==> src/rtl/tao_xung_pkg.sv <==
// Shared constants, channel state encoding and config record for the
// three-channel pulse generator controller.
package tao_xung_pkg;

  localparam int CW  = 16;  // counter / config width in clock cycles
  localparam int NCH = 3;   // number of pulse channels
  localparam int CHW = 2;   // width of the channel select field

  localparam logic [CW-1:0] MIN_PERIOD = CW'(2);

  typedef enum logic {
    ST_IDLE = 1'b0,
    ST_RUN  = 1'b1
  } chan_state_t;

  typedef struct packed {
    logic [CW-1:0] period;
    logic [CW-1:0] high;
    logic          en;
  } chan_cfg_t;

  // A stop request only needs a real channel; a run request also needs
  // a period of at least two cycles and a high time that fits in it.
  function automatic logic cfg_is_legal(input logic [CHW-1:0] ch, input chan_cfg_t c);
    logic ch_ok;
    ch_ok = (int'(ch) < NCH);
    return ch_ok && (!c.en || ((c.period >= MIN_PERIOD) && (c.high <= c.period)));
  endfunction

endpackage

==> src/rtl/tao_xung_kenh.sv <==
// One pulse channel: IDLE/RUN FSM, period counter, active and shadow
// configuration, and registered clko/wrap outputs. New settings for a
// running channel only take effect on the edge that ends a period.
module tao_xung_kenh
  import tao_xung_pkg::*;
(
  input  logic      clk,
  input  logic      srst,
  input  logic      wr,       // legal accepted request for this channel
  input  chan_cfg_t cfg,
  output logic      pending,
  output logic      clko,
  output logic      wrap,
  output logic      busy
);

  chan_state_t   state_reg, state_next;
  logic [CW-1:0] cnt_reg, cnt_next;
  chan_cfg_t     act_reg, act_next;
  chan_cfg_t     shd_reg, shd_next;
  logic          pend_reg, pend_next;
  logic          clko_reg, clko_next;
  logic          wrap_reg, wrap_next;

  // State, counter, config and output registers.
  always_ff @(posedge clk) begin
    if (srst) begin
      state_reg <= ST_IDLE;
      cnt_reg   <= '0;
      act_reg   <= '0;
      shd_reg   <= '0;
      pend_reg  <= 1'b0;
      clko_reg  <= 1'b0;
      wrap_reg  <= 1'b0;
    end else begin
      state_reg <= state_next;
      cnt_reg   <= cnt_next;
      act_reg   <= act_next;
      shd_reg   <= shd_next;
      pend_reg  <= pend_next;
      clko_reg  <= clko_next;
      wrap_reg  <= wrap_next;
    end
  end

  // Next-state logic; clko/wrap are computed from the next counter value
  // so the registered outputs line up with the counter they describe.
  always_comb begin
    logic      at_wrap;
    chan_cfg_t cfg_sel;

    state_next = state_reg;
    cnt_next   = cnt_reg;
    act_next   = act_reg;
    shd_next   = shd_reg;
    pend_next  = pend_reg;
    clko_next  = 1'b0;
    wrap_next  = 1'b0;
    cfg_sel    = act_reg;
    at_wrap    = (cnt_reg == (act_reg.period - CW'(1)));

    case (state_reg)
      ST_IDLE: begin
        if (wr && cfg.en) begin
          state_next = ST_RUN;
          act_next   = cfg;
          cnt_next   = '0;
        end
      end
      ST_RUN: begin
        if (at_wrap) begin
          // A request landing on the last cycle of a period skips the
          // shadow and takes effect at this very boundary.
          if (wr) begin
            cfg_sel = cfg;
          end else if (pend_reg) begin
            cfg_sel = shd_reg;
          end
          act_next  = cfg_sel;
          pend_next = 1'b0;
          cnt_next  = '0;
          if (!cfg_sel.en) begin
            state_next = ST_IDLE;
          end
        end else begin
          cnt_next = cnt_reg + CW'(1);
          if (wr) begin
            shd_next  = cfg;
            pend_next = 1'b1;
          end
        end
      end
      default: state_next = ST_IDLE;
    endcase

    if (state_next == ST_RUN) begin
      clko_next = (cnt_next < act_next.high);
      wrap_next = (cnt_next == (act_next.period - CW'(1)));
    end
  end

  assign pending = pend_reg;
  assign clko    = clko_reg;
  assign wrap    = wrap_reg;
  assign busy    = (state_reg == ST_RUN);

endmodule

==> src/rtl/tao_xung_ctrl.sv <==
// Pulse generator controller: validates configuration requests, routes
// legal ones to the addressed channel and reports rejected ones on cfg_err.
module tao_xung_ctrl
  import tao_xung_pkg::*;
(
  input  logic           clki,
  input  logic           rst,
  input  logic           cfg_valid,
  output logic           cfg_ready,
  input  logic [1:0]     cfg_ch,
  input  logic [CW-1:0]  cfg_period,
  input  logic [CW-1:0]  cfg_high,
  input  logic           cfg_en,
  output logic           cfg_err,
  output logic [NCH-1:0] clko,
  output logic [NCH-1:0] wrap,
  output logic [NCH-1:0] busy
);

  chan_cfg_t      cfg_in;
  logic           accept;
  logic           legal;
  logic           ready_mux;
  logic           cfg_err_reg;
  logic [NCH-1:0] pending;
  logic [NCH-1:0] wr;

  assign cfg_in = '{period: cfg_period, high: cfg_high, en: cfg_en};
  assign legal  = cfg_is_legal(cfg_ch, cfg_in);
  assign accept = cfg_valid && cfg_ready;

  // A channel with an update waiting back-pressures further writes to it;
  // out-of-range channels are always accepted so they can be rejected.
  always_comb begin
    ready_mux = 1'b1;
    for (int i = 0; i < NCH; i++) begin
      if (cfg_ch == CHW'(i)) begin
        ready_mux = !pending[i];
      end
    end
  end

  assign cfg_ready = rst | ready_mux;

  // Rejection strobe, one cycle after the accepting edge.
  always_ff @(posedge clki) begin
    if (rst) begin
      cfg_err_reg <= 1'b0;
    end else begin
      cfg_err_reg <= accept && !legal;
    end
  end

  assign cfg_err = cfg_err_reg;

  genvar gi;
  generate
    for (gi = 0; gi < NCH; gi++) begin : g_kenh
      assign wr[gi] = accept && legal && (cfg_ch == CHW'(gi));

      tao_xung_kenh u_kenh (
        .clk     (clki),
        .srst    (rst),
        .wr      (wr[gi]),
        .cfg     (cfg_in),
        .pending (pending[gi]),
        .clko    (clko[gi]),
        .wrap    (wrap[gi]),
        .busy    (busy[gi])
      );
    end
  endgenerate

endmodule

==> config.mk <==
export PLATFORM = sky130hd
export DESIGN_NAME = tao_xung_ctrl
export DESIGN_NICKNAME = d
export VERILOG_FILES = /design/src/rtl/tao_xung_pkg.sv /design/src/rtl/tao_xung_kenh.sv /design/src/rtl/tao_xung_ctrl.sv
export SDC_FILE = /design/constraint.sdc
export NUM_CORES = 1
export LEC_CHECK = 0
export BUFFER_PORTS_ARGS = -buffer_cell sky130_fd_sc_hd__clkbuf_2
export CORE_ASPECT_RATIO = 1.1
export CORE_UTILIZATION = 50
export CTS_CLUSTER_DIAMETER = 60
export DETAILED_ROUTE_END_ITERATION = 10
export HOLD_SLACK_MARGIN = 0.05
export PLACE_DENSITY = 0.69
export REMOVE_ABC_BUFFERS = 1
export SETUP_SLACK_MARGIN = 0.15
export SLEW_MARGIN = 20
export SYNTH_ARGS = -nofsm -noshare
export SYNTH_HDL_FRONTEND = slang
export SYNTH_HIERARCHICAL = 1
export SYNTH_SLANG_ARGS = --single-unit
export TNS_END_PERCENT = 5
==> constraint.sdc <==
create_clock -name clki -period 12.8 [get_ports clki]
set_input_delay 1.28 -clock clki [delete_from_list [all_inputs] [get_ports clki]]
set_output_delay 1.28 -clock clki [all_outputs]
set_load 0.05 [all_outputs]
==> results of run 1 <==
## worst max path at each step
stage | startpoint | end | slack (ns) | depth (start not counted)
2_1_floorplan | cfg_period[13] | g_kenh[0].u_kenh/wrap | 5.57 | 18
3_3_place_gp | cfg_period[14] | g_kenh[2].u_kenh/wrap | 5.94 | 22
3_5_place_dp | cfg_period[14] | g_kenh[2].u_kenh/wrap | 5.81 | 22
4_1_cts | cfg_period[14] | g_kenh[2].u_kenh/wrap | 6.39 | 22
5_1_grt | cfg_period[14] | g_kenh[2].u_kenh/wrap | 6.02 | 22
6_report | cfg_period[14] | g_kenh[2].u_kenh/wrap | 6.29 | 22
## power groups by stage
stage	clock network (mW)	logic (mW)	registers, mW
2_1_floorplan	0	0.145	0.843
3_3_place_gp	0	0.226	0.843
3_5_place_dp	0	0.230	0.843
4_1_cts	0.963	0.231	0.825
5_1_grt	0.993	0.254	0.826
6_report	0.951	0.234	0.826
## cell usage in the layout (no fill, tap or decap), types with 20 or more instances in the layout
cell	count
nand2_1	319
dfxtp_1	259
nor2_1	192
a21oi_1	191
o21ai_0	90
xnor2_1	73
ha_1	70
inv_1	59
clkbuf_2	47
xor2_1	45
nor2b_1	43
nand3_1	42
nor3_1	40
and3_1	40
nand4_1	38
nor4_1	36
clkbuf_16	31
a21o_1	28
a22o_1	22
and2_1	20
buf_4	20
## cell usage after synthesis, drive strengths merged, types with 23 or more instances
cell / instances
nor4: 43
nor3: 44
o21ai: 98
nor2: 194
a21oi: 196
a22o: 23
nand4: 39
nand3: 46
buf: 31
a21o: 28
and3: 40
nor2b: 43
nand2: 319
inv: 59
xor2: 45
clkbuf: 76
dfxtp: 259
xnor2: 73
ha: 70
## critical path, cell delays in order
cell and delay [ns]:
clkbuf_2 0.25, inv_1 0.08, ha_1 0.30, nand4_1 0.18
nor4_1 0.37, or3b_2 0.47, o311a_2 0.20, nor4b_4 0.26
buf_4 0.28, nand2_1 0.13, nor2_2 0.32, a21o_1 0.77
nand2_1 0.10, o21ai_0 0.12, a21oi_1 0.11, ha_1 0.38
o21ai_0 0.11, a31oi_1 0.06, a211oi_1 0.28, o2111ai_1 0.19
nor4b_1 0.49, o2111a_1 0.26
## routing by layer
metal,track usage (%),vias to the layer above,share of wire (%)
met5,0,-,0
met4,16.6,0,5.5
met1,38.5,7385,42
li1,-,7429,-
met3,2.74,157,6.0
met2,52.7,579,47
## stage by stage
step	cell area (sq um)	hold slack, ns
floorplan	15800	0.425
global placement	16700	0.439
detailed placement	16700	0.444
CTS	17800	0.452
global route	17800	0.462
finish	17800	0.450
## cell type report
class                           count  area (sq um)  share of cell area [%]
Multi-Input combinational cell   1646         10400                    58.3
Sequential cell                   259          5180                    29.1
Clock buffer                       40           870                    4.88
Tap cell                          420           526                    2.95
Timing Repair Buffer               68           399                    2.24
Clock inverter                     17           239                    1.34
Inverter                           59           221                    1.24
## kinds of logic after synthesis
group           Yosys count
mux                      26
xor+xnor                119
flops                   259
buf+inv                 166
fa+ha+maj                70
simple gates            901
compound gates          530
==> summary.md, run 1 <==
| Metric | Value |
|---|---|
| Switching component of the power | 0.530 mW |
| NumNets Final | 2173 |
| Top cells by area, synth | dfxtp_1 (32%), nand2_1 (7.4%), a21oi_1 (5.9%) |
| Worst-skew pair later-pin latency | 0.58 ns |
| Async SR Flop Fraction | 0% |
| Final period util | 50.8% |
| Synth-to-layout area growth | 9.76% |
| Main combinational cell family by area after synthesis | simple AND/OR/NAND/NOR gates |
| Fmax | 154 MHz |
| Hold path startpoint | g_kenh[1].u_kenh/shd_reg[16] |
| Internal | 1.48 mW |
| Post-CTS Resized | 0 |
| Drt drc | 0 |
| Clock Sinks | 259 |
| Synth Cell Area | 16300 sq um |
| # hold bufs at CTS | 0 |
| Top FF cell, synth | dfxtp_1 |
| Maxcap violations | 0 |
| CTS H-Tree Depth | 1 |
| Status | complete, no violations |
| Clock skew | 0.0119 ns |
| Fill cell count | 2969 |
| P_leak | 7.02 nW |
| Post-synthesis register bit count | 259 |
| DIE WIDTH | 174 microns |
| Total grt overflow | 0 |
| RR Endpoint | g_kenh[2].u_kenh/wrap |
| Final hold violations | 0 |
| Worst setup margin | 6.29 ns |
| IO Port Bufs | 48 |
| Gpl congestion | 0.981 |
| Finished Layout Cells | 2509 |
| First-pass iteration count of the detailed router | 5 |
| Max-slew headroom | 16.1% |
| WL final | 51800 microns |
| Logic pwr share | 11.6% |
| # diodes | 0 |
| TNS Setup | 0 ns |
| Min Clock Period, post-route | 6.51 ns |
| Worst Path Max Fanout | 23 |
| Hold endpoint | g_kenh[1].u_kenh/shd_reg[16] |
| Deepest clock path buffer count | 3 |
| Worst hold path type | reg -> reg |
| CTS clock-pin slew for the worst setup and hold paths | 0.06 ns |
| CTS root buffer | clkbuf_16 |
| Die Ht | 191 microns |
| Maximum VDD drop | 0.0000979 V |
| Flop-to-flop setup slack | 6.61 ns |
| Pre-CTS WS | 5.81 ns |
| R2r startpoint | g_kenh[2].u_kenh/act_reg[17] |
| Worst slew pin tran | 1.24 ns |
| RSZ-0062 raised after global routing | no |
| Number of DRC markers in iteration 0 | 1257 |
| Fin util | 56.4% |
| Final setup viols | 0 |
| Switching share of power | 26.3% |
| Crit path DAT | 7.02 ns |
| Final HPWL DP | 38100 microns |
| Layout cells sized above 1 | 9.86% |
| Flop pwr share | 41.1% |
| Critical Path RT | 13.31 ns |
| I/O pins | 49 |
| Vias/cell | 6.20 |
| Gr usage total | 30.8% |
| First-pass GRT wire length | 81100 microns |
| # rows | 68 |
| XOR/XNOR share of the synthesized area | 6.50% |
| Pwr Total | 2.01 mW |
| Placed cell count | 2452 |
| Distinct cells, synth | 108 |
| Complex-gate fraction of the synthesized area | 22.4% |
| Vias in the first global route | 14600 |
| Initial Util | 51.3% |
| Synthesized-area fraction occupied by adder cells | 5.39% |
| WL/cell | 20.7 microns |
| Core footprint | 31700 sq um |
| Post-synth top area share | 31.9% |
| Clk pwr share | 47.3% |
| Hold Path Depth | 2 |
| Routed via count | 15600 |
| Initial antenna violation count | 0 |
| Post-route ant nets | 0 |
| PwrDens | 113 nW/um^2 |
| Post-synthesis instance total | 2071 |
| Largest net degree at the start of global routing | 94 |
| Pins Over Slew Limit | 0 |
| Synthesis Warnings | 6 |
| FF-to-FF path depth | 16 |
| Worst setup EP type | flip-flop |
| CTS tree | done |
| EDFF count, synth | 0 |
| Syn_area_per_cell | 7.85 sq um |
| Postcts setup bufs | 0 |
| Post-Synth Simple-Gate Area | 27.8% |
| Post-synthesis mux area share | 1.69% |
| Post-synth top area cell | dfxtp_1 |
| CTS Buf Count | 31 |
| Setup CP Type | in -> reg |
| Die ar. | 33200 sq um |
| Sequential area share after synthesis | 31.9% |
| Startpoint types | input port |
No activity file was read; power rests on OpenSTA's default activity.
==> run 2, diff against run 1 <==
==> constraint.sdc (replaced) <==
create_clock -name clki -period 6.1 [get_ports clki]
set_input_delay 0.61 -clock clki [delete_from_list [all_inputs] [get_ports clki]]
set_output_delay 0.61 -clock clki [all_outputs]
set_load 0.05 [all_outputs]
==> run 2 against run 1 <==
Highest routed layer unchanged. Sequential cell count stayed put. Clock power grew 92%. Worst setup slack got worse by 5.7 ns. Utilization increased by 1.0 points. Critical path type is now reg -> reg. Routed wire length up 4.2%. Global-route usage increased by 1.1 points. Sequential share of layout area is 0.53 points lower. Design area rose by 1.8%. Largest cell class unchanged. Largest power group unchanged. Final cell count rose by 2.0%.
==> summary.md, run 2 (same netlist as run 1, synthesis figures left out) <==
| Metric | Value |
|---|---|
| CTS H-Tree Depth | 1 (unchanged) |
| Status | complete, no violations |
| Pwr Total | 4.09 mW (+100%) |
| Core footprint | 31700 sq um (unchanged) |
| Worst hold path type | in -> reg |
| Maximum VDD drop | 0.000182 V (+86%) |
| Finished Layout Cells | 2560 (+2.0%) |
| CTS tree | done |
| WL final | 54000 microns (+4.2%) |
| Gr usage total | 31.9% (+1.1 points) |
| Worst setup margin | 0.576 ns (-5.72 ns) |
| Final Cell Area | 18200 sq um (+1.8%) |
| Startpoint types | flip-flop |
| Final hold violations | 0 (unchanged) |
| Internal | 2.99 mW (+100%) |
| CP top delay family | compound AO/OA/AOI/OAI gates |
| Max-slew headroom | 26.4% (+10 points) |
| P_leak | 7.23 nW (+3.0%) |
| TNS Setup | 0 ns (unchanged) |
| PwrDens | 225 nW/um^2 (+100%) |
| Routed via count | 15800 (+1.8%) |
| # hold bufs at CTS | 0 (unchanged) |
| Worst slew pin tran | 1.09 ns (-0.150 ns) |
| # diodes | 0 (unchanged) |
| Flop pwr share | 42.3% (+1.2 points) |
| Final period util | 90.6% |
| First-pass GRT wire length | 83600 microns (+3.1%) |
| Clock skew | 0.0186 ns (+0.00665 ns) |
| Total grt overflow | 0 (unchanged) |
| Largest net degree at the start of global routing | 168 (+79%) |
| Clk pwr share | 44.7% (-2.6 points) |
| Most used cell, CP | a21oi_1 |
| Final setup viols | 0 (unchanged) |
| Number of DRC markers in iteration 0 | 1620 (+29%) |
| Placed Area | 17200 sq um (+2.6%) |
| Logic pwr share | 12.9% (+1.3 points) |
| Slowest stage delay, CP | 0.57 ns (-0.20 ns) |
| Met3 WL | 3170 microns (+1.6%) |
| Worst Path Max Fanout | 13 (-43%) |
| Highest metal layer with signal wires | met4 |
| RSZ-0062 raised after global routing | no |
| CTS Buf Count | 31 (unchanged) |
| CP max-delay cell | and4_1 |
| Setup CP Type | reg -> reg |
| Metal-1 WL | 22200 microns (+2.2%) |
| Vias in the first global route | 14600 (+0.46%) |
| Placed cell count | 2504 (+2.1%) |
| Critical Path RT | 6.52 ns (-6.79 ns) |
| Synth-to-layout area growth | 11.8% |
| Fill cell count | 2959 (-0.34%) |
| I/O pins | 49 (unchanged) |
| NumNets Final | 2225 (+2.4%) |
| Post-route ant nets | 0 (unchanged) |
| CTS root buffer | clkbuf_16 |
| First-pass iteration count of the detailed router | 6 (+1) |
| Most common cell after layout, fill and taps aside | nand2_1 |
| Final HPWL DP | 40500 microns (+6.4%) |
| Drt drc | 0 (unchanged) |
| Switching component of the power | 1.11 mW (+110%) |
| Post-CTS Resized | 0 (unchanged) |
| CP Buf/Inv Count | 1 (-2) |
| Pre-CTS WS | 0.330 ns (-5.48 ns) |
| IO Port Bufs | 48 (unchanged) |
| Most frequent cells in the layout | nand2_1 (319), dfxtp_1 (259), nor2_1 (192) |
| DIE WIDTH | 174 microns (unchanged) |
| Vias/cell | 6.18 (-0.23%) |
| Met2 routed WL | 25700 microns (+6.5%) |
| Min Clock Period, post-route | 5.52 ns |
| Worst-skew pair later-pin latency | 0.57 ns (about the same) |
| Postcts setup bufs | 0 (unchanged) |
| CP Cell Sequence | inv_1 -> ha_1 -> nor3b_1 -> a41oi_1 -> a2111oi_0 -> a21boi_0 -> and4_1 -> a21oi_1 -> o22a_1 -> o21ai_0 -> ha_1 -> a21o_1 -> a21o_1 -> a21oi_1 -> nor2b_1 -> o21ai_0 -> nand2b_1 -> a21oi_1 -> nor2b_1 -> a2111oi_0 |
| Worst setup EP type | flip-flop |
| Initial Util | 51.3% (unchanged) |
| Pins Over Slew Limit | 0 (unchanged) |
| CTS clock-pin slew for the worst setup and hold paths | 0.06 ns (about the same) |
| Die Ht | 191 microns (unchanged) |
| Gpl congestion | 0.966 (-1.5%) |
| Deepest clock path buffer count | 3 (unchanged) |
| Switching share of power | 27.0% (+0.67 points) |
| WL/cell | 21.1 microns (+2.1%) |
| # rows | 68 (unchanged) |
| Initial antenna violation count | 0 (unchanged) |
| Clock Sinks | 259 (unchanged) |
| Crit path DAT | 5.95 ns (-1.07 ns) |
| Layout cells sized above 1 | 11.9% (+2.0 points) |
| Maxcap violations | 0 (unchanged) |
| Die ar. | 33200 sq um (unchanged) |
| Fmax | 181 MHz |
==> run 2: path summary, 6_finish.rpt <==
check | slack (ns) | to | from | cells past startpoint
worst max register to register | 0.58 | g_kenh[2].u_kenh/clko | g_kenh[2].u_kenh/act_reg[17] | 20
worst min register to register | 0.45 | g_kenh[1].u_kenh/shd_reg[7] | g_kenh[1].u_kenh/shd_reg[7] | 2
worst min-delay path | 0.43 | g_kenh[2].u_kenh/shd_reg[3] | cfg_high[2] | 3
worst max-delay path | 0.58 | g_kenh[2].u_kenh/clko | g_kenh[2].u_kenh/act_reg[17] | 20
==> run 2: final cells by class <==
| class | instances | area (sq um) | share of cell area (%) |
|---|---|---|---|
| clock buffers | 43 | 871 | 4.79 |
| clock inverters | 13 | 138 | 0.758 |
| inverters | 59 | 221 | 1.22 |
| multi-input cells | 1646 | 10400 | 57.2 |
| flip-flops and latches | 259 | 5180 | 28.5 |
| well taps | 420 | 526 | 2.89 |
| repair buffers | 120 | 827 | 4.55 |
==> run 2: worst min-delay path: stages <==
cell      delay, ns
clkbuf_2       0.19
nand2_1        0.10
a21oi_1        0.05
==> run 2: power groups by stage <==
stage	clock network, mW	logic [mW]	registers [mW]
2_1_floorplan	0	0.305	1.77
3_3_place_gp	0	0.509	1.77
3_5_place_dp	0	0.517	1.77
4_1_cts	1.85	0.520	1.73
5_1_grt	1.93	0.567	1.73
6_report	1.83	0.528	1.73
==> run 2: per-layer routing <==
| layer | vias up | GRT usage [%] |
|---|---|---|
| li1 | 7526 | - |
| met1 | 7560 | 39.5 |
| met2 | 598 | 55.1 |
| met3 | 146 | 2.90 |
| met4 | 0 | 16.7 |
| met5 | - | 0 |
==> run 2: through the flow <==
step	hold slack, ns	utilization [%]
after global placement	0.438	54.2
after global routing	0.437	57.4
final	0.435	57.4
after detailed placement	0.444	54.2
after CTS	0.425	57.4
after floorplan	0.425	-
